===== src/rtl/taylor_trig_unit.sv =====
// Sequential fixed-point cos/sin evaluator by Maclaurin series.
// One shared truncating multiplier is stepped through SQR/MULX/MULC, and the terms are accumulated in ACC.
module taylor_trig_unit #(
    parameter int WIDTH = 16,
    parameter int FRAC  = 8,
    parameter int TERMS = 8,
    localparam int TUW  = $clog2(TERMS + 1)
) (
    input  logic             clk,
    input  logic             rst,
    input  logic             start,
    input  logic             mode,
    input  logic [WIDTH-1:0] x,
    input  logic [WIDTH-1:0] thr,
    output logic             busy,
    output logic             done,
    output logic [WIDTH-1:0] result,
    output logic [TUW-1:0]   terms_used
);
    localparam int PW = 2 * WIDTH;

    typedef enum logic [2:0] {S_IDLE, S_SQR, S_MULX, S_MULC, S_ACC, S_FIN} state_t;

    // Slot k holds c(mode,k). Slot 0 is unused because term 0 needs no coefficient.
    function automatic logic [TERMS*WIDTH-1:0] build_rom(input logic is_sin);
        logic [TERMS*WIDTH-1:0] rom;
        int d;
        rom = '0;
        for (int k = 1; k < TERMS; k++) begin
            d = is_sin ? (2 * k) * (2 * k + 1) : (2 * k - 1) * (2 * k);
            rom[k*WIDTH +: WIDTH] = WIDTH'(((1 << FRAC) + d / 2) / d);
        end
        return rom;
    endfunction

    localparam logic [TERMS*WIDTH-1:0] COS_ROM = build_rom(1'b0);
    localparam logic [TERMS*WIDTH-1:0] SIN_ROM = build_rom(1'b1);

    state_t           state_q, state_d;
    logic [WIDTH-1:0] x_q, x_d, thr_q, thr_d, term_q, term_d, x2_q, x2_d, result_q, result_d;
    logic             mode_q, mode_d;
    logic [TUW-1:0]   k_q, k_d, terms_used_q, terms_used_d;
    logic [WIDTH-1:0] mul_a, mul_b, prod, coef, init_term;

    always_comb begin
        coef = mode_q ? SIN_ROM[int'(k_q)*WIDTH +: WIDTH] : COS_ROM[int'(k_q)*WIDTH +: WIDTH];
        unique case (state_q)
            S_SQR:   begin mul_a = x_q;    mul_b = x_q;  end
            S_MULX:  begin mul_a = term_q; mul_b = x2_q; end
            default: begin mul_a = term_q; mul_b = coef; end
        endcase
        prod      = WIDTH'((PW'(mul_a) * PW'(mul_b)) >> FRAC);
        init_term = mode ? x : WIDTH'(1 << FRAC);
    end

    always_comb begin
        state_d      = state_q;
        x_d          = x_q;
        thr_d        = thr_q;
        mode_d       = mode_q;
        term_d       = term_q;
        x2_d         = x2_q;
        result_d     = result_q;
        k_d          = k_q;
        terms_used_d = terms_used_q;
        unique case (state_q)
            S_IDLE: if (start) begin
                x_d          = x;
                thr_d        = thr;
                mode_d       = mode;
                term_d       = init_term;
                result_d     = init_term;
                k_d          = TUW'(1);
                terms_used_d = TUW'(1);
                state_d      = S_SQR;
            end
            S_SQR: begin
                x2_d    = prod;
                state_d = S_MULX;
            end
            S_MULX: begin
                term_d  = prod;
                state_d = S_MULC;
            end
            S_MULC: begin
                term_d  = prod;
                state_d = S_ACC;
            end
            S_ACC: begin
                if (term_q <= thr_q) begin
                    state_d = S_FIN;
                end else begin
                    // Odd k carries the negative sign: -x^2/2!, -x^3/3!, ...
                    result_d     = k_q[0] ? result_q - term_q : result_q + term_q;
                    terms_used_d = terms_used_q + TUW'(1);
                    if (k_q == TUW'(TERMS - 1)) begin
                        state_d = S_FIN;
                    end else begin
                        k_d     = k_q + TUW'(1);
                        state_d = S_MULX;
                    end
                end
            end
            default: state_d = S_IDLE;
        endcase
    end

    always_ff @(posedge clk) begin
        if (rst) begin
            state_q      <= S_IDLE;
            x_q          <= '0;
            thr_q        <= '0;
            mode_q       <= 1'b0;
            term_q       <= '0;
            x2_q         <= '0;
            result_q     <= '0;
            k_q          <= '0;
            terms_used_q <= '0;
        end else begin
            state_q      <= state_d;
            x_q          <= x_d;
            thr_q        <= thr_d;
            mode_q       <= mode_d;
            term_q       <= term_d;
            x2_q         <= x2_d;
            result_q     <= result_d;
            k_q          <= k_d;
            terms_used_q <= terms_used_d;
        end
    end

    assign busy       = (state_q != S_IDLE);
    assign done       = (state_q == S_FIN);
    assign result     = result_q;
    assign terms_used = terms_used_q;
endmodule

===== config.mk =====
export PLATFORM = sky130hd
export DESIGN_NAME = taylor_trig_unit
export DESIGN_NICKNAME = d
export VERILOG_FILES = /design/src/rtl/taylor_trig_unit.sv
export SDC_FILE = /design/constraint.sdc
export NUM_CORES = 1
export LEC_CHECK = 0
export CAP_MARGIN = 20
export CORE_MARGIN = 8
export CORE_UTILIZATION = 29
export CTS_CLUSTER_SIZE = 8
export DETAILED_ROUTE_END_ITERATION = 6
export PLACE_DENSITY = 0.56
export SLEW_MARGIN = 20
export SYNTH_ARGS = -nofsm -noshare
export SYNTH_HDL_FRONTEND = slang
export SYNTH_SLANG_ARGS = --single-unit

===== constraint.sdc =====
create_clock -name clk -period 16.4 [get_ports clk]
set_clock_uncertainty 0.15 [all_clocks]
set_input_delay 3.28 -clock clk [delete_from_list [all_inputs] [get_ports clk]]
set_output_delay 3.28 -clock clk [all_outputs]
set_load 0.05 [all_outputs]

==> results of run 1 <==
[logic make-up after synthesis]
logic type,count (synthesis),share of synthesized area (%)
buffers and inverters,324,9.94
xor gates and xnor gates,62,4.35
muxes,14,1.34
AOI/OAI and AO/OA,258,13.7
DFF,92,14.8
and+or+nand+nor,539,18.4
adders and majority gates,274,37.6
[how the worst max path moves through the flow]
stage / slack (ps) / endpoint / cells past startpoint
global route: 7520 / term_q[13] / 25
finish: 8010 / x2_q[15] / 25
floorplan: 9390 / term_q[15] / 27
CTS: 8140 / term_q[15] / 25
global placement: 8220 / term_q[15] / 25
detailed placement: 8180 / term_q[15] / 25
[sequential cells by signal, indices dropped and copies added (netlist names)]
| signal | cells |
|---|---|
| result | 16 |
| term_q | 16 |
| thr_q | 16 |
| x2_q | 16 |
| x_q | 16 |
| k_q | 4 |
| terms_used | 4 |
| state_q | 3 |
| mode_q | 1 |
[per-stage QoR]
stage	hold WS (ps)	total power, mW	cell area (µm²)	std cells
after global placement	293	0.786	13600	2115
after detailed placement	298	0.789	13600	2116
final	307	1.01	13900	2132
after global routing	323	1.08	13900	2132
after floorplan	282	0.635	12500	1563
after CTS	307	1.01	13900	2132
[final cells by class]
type	instances	area, µm²	share of cell area, %
repair buffers	80	736	5.28
flip-flops and latches	92	1840	13.2
inverters	251	942	6.77
clock inverters	3	45.0	0.324
multi-input cells	1147	9420	67.6
well taps	546	683	4.91
clock buffers	13	260	1.87
[per-layer routing]
metal  GRT usage, %  vias up
met5              0        -
met4           4.29        0
met3           2.05       52
met1           21.4     5212
li1               -     5017
met2           25.6      330
[power by group through the flow]
stage / Clock [mW] / Combinational (mW) / Sequential, mW
6_report: 0.221 / 0.510 / 0.282
3_5_place_dp: 0 / 0.503 / 0.286
4_1_cts: 0.224 / 0.508 / 0.281
2_1_floorplan: 0 / 0.353 / 0.282
5_1_grt: 0.234 / 0.563 / 0.285
3_3_place_gp: 0 / 0.500 / 0.286
[cells in the final DEF, fill, tap and decap left out, types with 13 or more instances in the layout]
cell type / Yosys / final
buf_4: 1 / 22
dfxtp_1: 92 / 92
and2_1: 21 / 20
a21oi_1: 114 / 114
xor2_1: 15 / 15
inv_1: 251 / 251
a211oi_1: 18 / 18
o21ai_0: 20 / 19
nor3_1: 14 / 13
nand3_1: 27 / 27
nand2_1: 282 / 282
a21o_1: 21 / 21
clkdlybuf4s50_1: 0 / 56
nor2_1: 148 / 148
a311oi_1: 14 / 14
ha_1: 106 / 106
fa_1: 168 / 168
xnor2_1: 47 / 47
[worst reg2reg max path: stages (launching register included)]
cell and delay (ps):
dfxtp_1 960, inv_1 290, nand2_1 830, a21o_1 680
nand2_1 180, fa_1 560, inv_1 50, fa_1 510
inv_1 60, fa_1 530, inv_1 50, fa_1 450
fa_1 520, inv_1 60, fa_1 480, inv_1 70
ha_1 350, a21o_1 180, a21o_1 170, a21oi_1 140
o21ai_0 140, o21bai_2 250, a221oi_2 270, xnor2_1 190
nand2_1 90, a21oi_1 130
==> impl_summary.log, run 1 <==
[metrics] status: finished clean
[metrics] total global-route track usage: 15.6%
[metrics] post-placement worst setup slack: around 8000 ps
[metrics] cells taking the most area after synthesis: fa_1 (27%), dfxtp_1 (15%), ha_1 (11%)
[metrics] count of nets after finishing: ~1900
[metrics] Met2 Routed Length: about 18000 µm
[metrics] startpoint of the worst register-to-register path: state_q[2]
[metrics] clk sink count: just over 90
[metrics] final sum of negative setup slack: 0 ps
[metrics] first-pass GRT wire length: a little over 60000 µm
[metrics] total of endpoints with negative setup slack in the final report: 0
[metrics] core region area: roughly 43000 µm²
[metrics] most area-hungry cell type in the Yosys netlist: fa_1
[metrics] Slowest-stage cell, CP: dfxtp_1
[metrics] net count after synthesis: between 1500 and 2000
[metrics] register area share after synthesis: between 10% and 20%
[metrics] die width: 223 µm
[metrics] Met3 Routed Length: between 2000 and 2500 µm
[metrics] Least-Margin Pin Slew: about 1100 ps
[metrics] Yosys cell types: ~70
[metrics] cell-internal power: around 560 µW
[metrics] Total Wirelength: 38700 µm
[metrics] 1st-iter DRT viols: slightly above 800
[metrics] peak clock frequency supported by timing: 119 MHz
[metrics] Area Growth Syn to Fin: 11.6%
[metrics] TritonRoute pass-1 iters: 7
[metrics] final hold violations: 0
[metrics] Slowest Stage Delay on Critical Path: 960 ps
[metrics] max_slew headroom: 28.1%
[metrics] initial antenna violation count: 0
[metrics] post-synthesis instance total: 1563
[metrics] number of nets still failing antenna checks after routing: 0
[metrics] Util after Layout: between 30% and 40%
[metrics] Synth Cell Area: between 10000 and 15000 µm²
[metrics] post-CTS setup repair buffer count: 0
[metrics] cell at the root of the clock tree: clkbuf_16
[metrics] antenna cells: 0
[metrics] register-to-register setup slack: approximately 8000 ps
[metrics] Worst setup SP type: register
[metrics] layout cells sized above 1: 3.85%
[metrics] net switching power of the design: 455 µW
[metrics] Vias: about 11000
[metrics] highest metal used: met4
[metrics] number of maximum-capacitance constraint violations: 0
[metrics] depth of the worst register-to-register path: 25
[metrics] mean instance size in the synthesized netlist: approximately 8 µm²
[metrics] kind of end point of the critical path: register
[metrics] top cells by count, synth: nand2_1 (282), inv_1 (251), fa_1 (168)
[metrics] number of buffer cells added on primary ports: 57
[metrics] final worst path period need: 8390 ps
[metrics] capture instance of the worst register-to-register path: x2_q[15]
[metrics] H-Tree Level Count: 3
[metrics] number of buffer and inverter stages on the critical path: 6
[metrics] clock network power share: between 20% and 30%
[metrics] setup ws final: around 8000 ps
[metrics] total leakage power: between 6 and 7 nW
[metrics] dpl hpwl: about 30000 µm
[metrics] switching share of power: between 40 and 50%
[metrics] flip-flop cell with the highest count after synthesis: dfxtp_1
[metrics] boundary pin count: 58
[metrics] clock tree from TritonCTS: yes
[metrics] Congestion Overflow GR: 0
[metrics] vias per std cell: 4.98
[metrics] Final Max Slew Viols: 0
[metrics] maximum VDD drop: approximately 55 µV
[metrics] DIE AREA: roughly 50000 µm²
[metrics] Cell Rows: 76
[metrics] number of synthesized flops with an enable pin: 0
[metrics] starting density of the core: 29.2%
[metrics] Bufs on Longest Clock Path: 2
[metrics] share of Yosys cell area claimed by the top area cell type: a little over a quarter
[metrics] crit path kind: register to register
[metrics] drc violations: 0
[metrics] power per standard cell area: approximately 73 nW/µm²
[metrics] Clock Pin Slew Worst Setup and Hold Paths: around 70 ps
[metrics] part of the total power dissipated in sequential elements: approximately 28%
[metrics] total clock buffers created by CTS: 9
[metrics] Min-Delay Path Depth: 2
[metrics] CP Launch Point: state_q[2]
[metrics] Final period util: between 50% and 60%
[metrics] hold bufs inserted after CTS: 0
[metrics] unrepaired setup endpoints after global routing: no
[metrics] logic gate share of total power: 50.4%
[metrics] Fillers: 4597
[metrics] class of the most critical hold timing path: register to register
[metrics] routability cong.: 0.906
[metrics] Data required, critical path: between 15000 and 20000 ps
[metrics] family with the most delay on the worst path: adder cells
[metrics] number of gates resized after cts: 0
[metrics] most frequently used cell type in the post-synthesis netlist: nand2_1
[metrics] Avg WL per Cell: between 15 and 20 µm
[metrics] Hold Startpoint: thr_q[11]
[metrics] Post-synth ARST share: 0%
[metrics] latest clock arrival within the worst-skew pair: 350 ps
[metrics] Hold Path Sink: thr_q[11]
[metrics] maximum number of pins on one net before global-route repair: 59
[metrics] count of state elements after synthesis: between 90 and 100
[metrics] height of the die: about 220 µm
[metrics] endpoint arrival time on the critical path: around 8500 ps
[metrics] maximum fanout along the worst path: 28
[metrics] WL met1: between 15000 and 20000 µm
[metrics] Yosys warning total: 0
[metrics] vias in the first global route: ~11000
(Power assumes the default switching activity.)
==> run 2: changes to the inputs <==
--- a/config.mk
+++ b/config.mk
@@ -10,7 +10,7 @@
 export CORE_UTILIZATION = 29
 export CTS_CLUSTER_SIZE = 8
 export DETAILED_ROUTE_END_ITERATION = 6
-export PLACE_DENSITY = 0.56
+export PLACE_DENSITY = 0.58
 export SLEW_MARGIN = 20
 export SYNTH_ARGS = -nofsm -noshare
 export SYNTH_HDL_FRONTEND = slang
==> constraint.sdc (replaced) <==
create_clock -name clk -period 7.7 [get_ports clk]
set_clock_uncertainty 0.15 [all_clocks]
set_input_delay 1.54 -clock clk [delete_from_list [all_inputs] [get_ports clk]]
set_output_delay 1.54 -clock clk [all_outputs]
set_load 0.05 [all_outputs]
==> impl_summary.log, run 2 (synthesized netlist as in run 1, its figures left out) <==
[metrics] max_slew headroom: 33.2% (+5.1 points)
[metrics] peak clock frequency supported by timing: 138 MHz (+16%)
[metrics] Avg WL per Cell: 17.7 µm (-2.5%)
[metrics] Area Growth Syn to Fin: 13.2%
[metrics] commonest non-fill, non-tap cells in the layout: nand2_1 (281), inv_1 (251), fa_1 (168)
[metrics] final hold violations: 0 (unchanged)
[metrics] Cell Rows: 76 (unchanged)
[metrics] part of the total power dissipated in sequential elements: 27.3% (-0.5 points)
[metrics] core region area: 42800 µm² (unchanged)
[metrics] 1st-iter DRT viols: 916 (+13%)
[metrics] TritonRoute pass-1 iters: 5 (-2)
[metrics] latest clock arrival within the worst-skew pair: 340 ps (about the same)
[metrics] crit path kind: register to register
[metrics] count of nets after finishing: 1915 (+1.3%)
[metrics] clk sink count: 92 (unchanged)
[metrics] height of the die: 223 µm (unchanged)
[metrics] area used by sequential logic in the layout: 1840 µm² (about the same)
[metrics] Slowest Stage Delay on Critical Path: 570 ps (-390 ps)
[metrics] Total Wirelength: 38200 µm (-1.4%)
[metrics] cell at the root of the clock tree: clkbuf_16
[metrics] endpoint arrival time on the critical path: 7270 ps (-1250 ps)
[metrics] maximum VDD drop: 133 µV (+140%)
[metrics] layout cells sized above 1: 5.65% (+1.8 points)
[metrics] starting density of the core: 29.2% (unchanged)
[metrics] Final period util: 94.1% (+43 points)
[metrics] family with the most delay on the worst path: adder cells
[metrics] multi-input logic area: 9420 µm² (about the same)
[metrics] DIE AREA: 49900 µm² (unchanged)
[metrics] routability cong.: 0.931 (+2.7%)
[metrics] cell-internal power: 1.21 mW (+120%)
[metrics] clock network power share: 21.4% (-0.4 points)
[metrics] total global-route track usage: 15.4% (-0.18 points)
[metrics] power per standard cell area: 154 nW/µm² (+110%)
[metrics] first-pass GRT wire length: 61600 µm (-0.46%)
[metrics] Worst setup SP type: register
[metrics] clock tree from TritonCTS: yes
[metrics] final worst path period need: 7240 ps (-1140 ps)
[metrics] final sum of negative setup slack: 0 ps (unchanged)
[metrics] post-route cell area: 14100 µm² (+1.5%)
[metrics] switching share of power: 44.3% (-0.56 points)
[metrics] Bufs on Longest Clock Path: 2 (unchanged)
[metrics] total of endpoints with negative setup slack in the final report: 0 (unchanged)
[metrics] class of the most critical hold timing path: register to register
[metrics] Final Max Slew Viols: 0 (unchanged)
[metrics] number of buffer and inverter stages on the critical path: 6 (unchanged)
[metrics] kind of end point of the critical path: register
[metrics] Slowest-stage cell, CP: fa_1
[metrics] post-CTS setup repair buffer count: 0 (unchanged)
[metrics] boundary pin count: 58 (unchanged)
[metrics] number of maximum-capacitance constraint violations: 0 (unchanged)
[metrics] Least-Margin Pin Slew: 1000 ps (-76.9 ps)
[metrics] Clock Pin Slew Worst Setup and Hold Paths: 70 ps (about the same)
[metrics] cell occurring most often along the worst timing path: fa_1
[metrics] total power of the final layout: 2.18 mW (+110%)
[metrics] dpl hpwl: 30600 µm (+1.2%)
[metrics] initial antenna violation count: 0 (unchanged)
[metrics] maximum fanout along the worst path: 23 (-18%)
[metrics] total clock buffers created by CTS: 9 (unchanged)
[metrics] Congestion Overflow GR: 0 (unchanged)
[metrics] Cells after DPL: 2140 (+1.1%)
[metrics] Fillers: 4553 (-0.96%)
[metrics] unrepaired setup endpoints after global routing: no
[metrics] drc violations: 0 (unchanged)
[metrics] die width: 223 µm (unchanged)
[metrics] antenna cells: 0 (unchanged)
[metrics] vias in the first global route: 11093 (+0.55%)
[metrics] number of nets still failing antenna checks after routing: 0 (unchanged)
[metrics] number of buffer cells added on primary ports: 57 (unchanged)
[metrics] maximum number of pins on one net before global-route repair: 50 (-15%)
[metrics] Post-DP Area: 13800 µm² (+1.4%)
[metrics] H-Tree Level Count: 3 (unchanged)
[metrics] vias per std cell: 4.97 (-0.16%)
[metrics] status: finished clean
[metrics] net switching power of the design: 965 µW (+110%)
[metrics] Data required, critical path: 7730 ps (-8800 ps)
[metrics] final std cells w/o fill: 2156 (+1.1%)
[metrics] total leakage power: 6.27 nW (+2.1%)
[metrics] Vias: 10713 (+0.96%)
[metrics] logic gate share of total power: 51.3% (+0.9 points)
[metrics] most frequent standard cell in the layout excluding fill and tap cells: nand2_1
==> run 2: final timing paths <==
kind | from | to | slack [ps] | depth (start not counted)
hold / removal | thr_q[12] | thr_q[12] | 310 | 2
hold reg to reg | thr_q[12] | thr_q[12] | 310 | 2
setup / recovery | state_q[2] | term_q[7] | 460 | 25
setup reg to reg | state_q[2] | term_q[7] | 460 | 25
==> run 2: layer usage <==
layer | GRT usage, % | part of all wire (%)
met4 | 5.50 | 3.6
met2 | 25.2 | 46
met1 | 20.6 | 44
met3 | 2.34 | 6.9
met5 | 0 | 0
==> run 2: area by class of cell <==
class | instances | share of cell area [%]
sequential | 92 | 13.0
timing repair buffer | 104 | 6.59
clock inverter | 5 | 0.425
clock buffer | 11 | 1.79
tap | 546 | 4.83
multi-input combinational | 1147 | 66.7
inverter | 251 | 6.67
==> run 2: what timing repair did <==
item                       CTS  global route
resized for setup            0             4
setup endpoints to repair    0             9
hold buffers                 0             0
==> run 2: per-stage QoR <==
stage	hold WS [ps]	util [%]	setup WS (ps)
final	306	33.0	455
after global routing	329	33.0	11.4
after CTS	309	33.0	264
after detailed placement	300	32.3	297
after global placement	294	32.3	391
after floorplan	282	-	693
==> run 2: power by group through the flow <==
stage | Clock [mW] | Sequential, mW | Combinational, mW
after floorplan | 0 | 0.600 | 0.753
final | 0.465 | 0.595 | 1.12
after detailed placement | 0 | 0.602 | 1.10
after CTS | 0.476 | 0.591 | 1.11
after global routing | 0.497 | 0.599 | 1.23
after global placement | 0 | 0.601 | 1.08
==> run 2: worst reg2reg max path, delay by kind of cell, from the launching register on <==
family | cells | cell delay (ps)
adder cells (fa/ha/maj) | 7 | 3370
XOR/XNOR | 1 | 360
flip-flops | 1 | 420
AO/OA/AOI/OAI | 7 | 1290
buffers and inverters | 6 | 960
AND/OR/NAND/NOR | 4 | 550
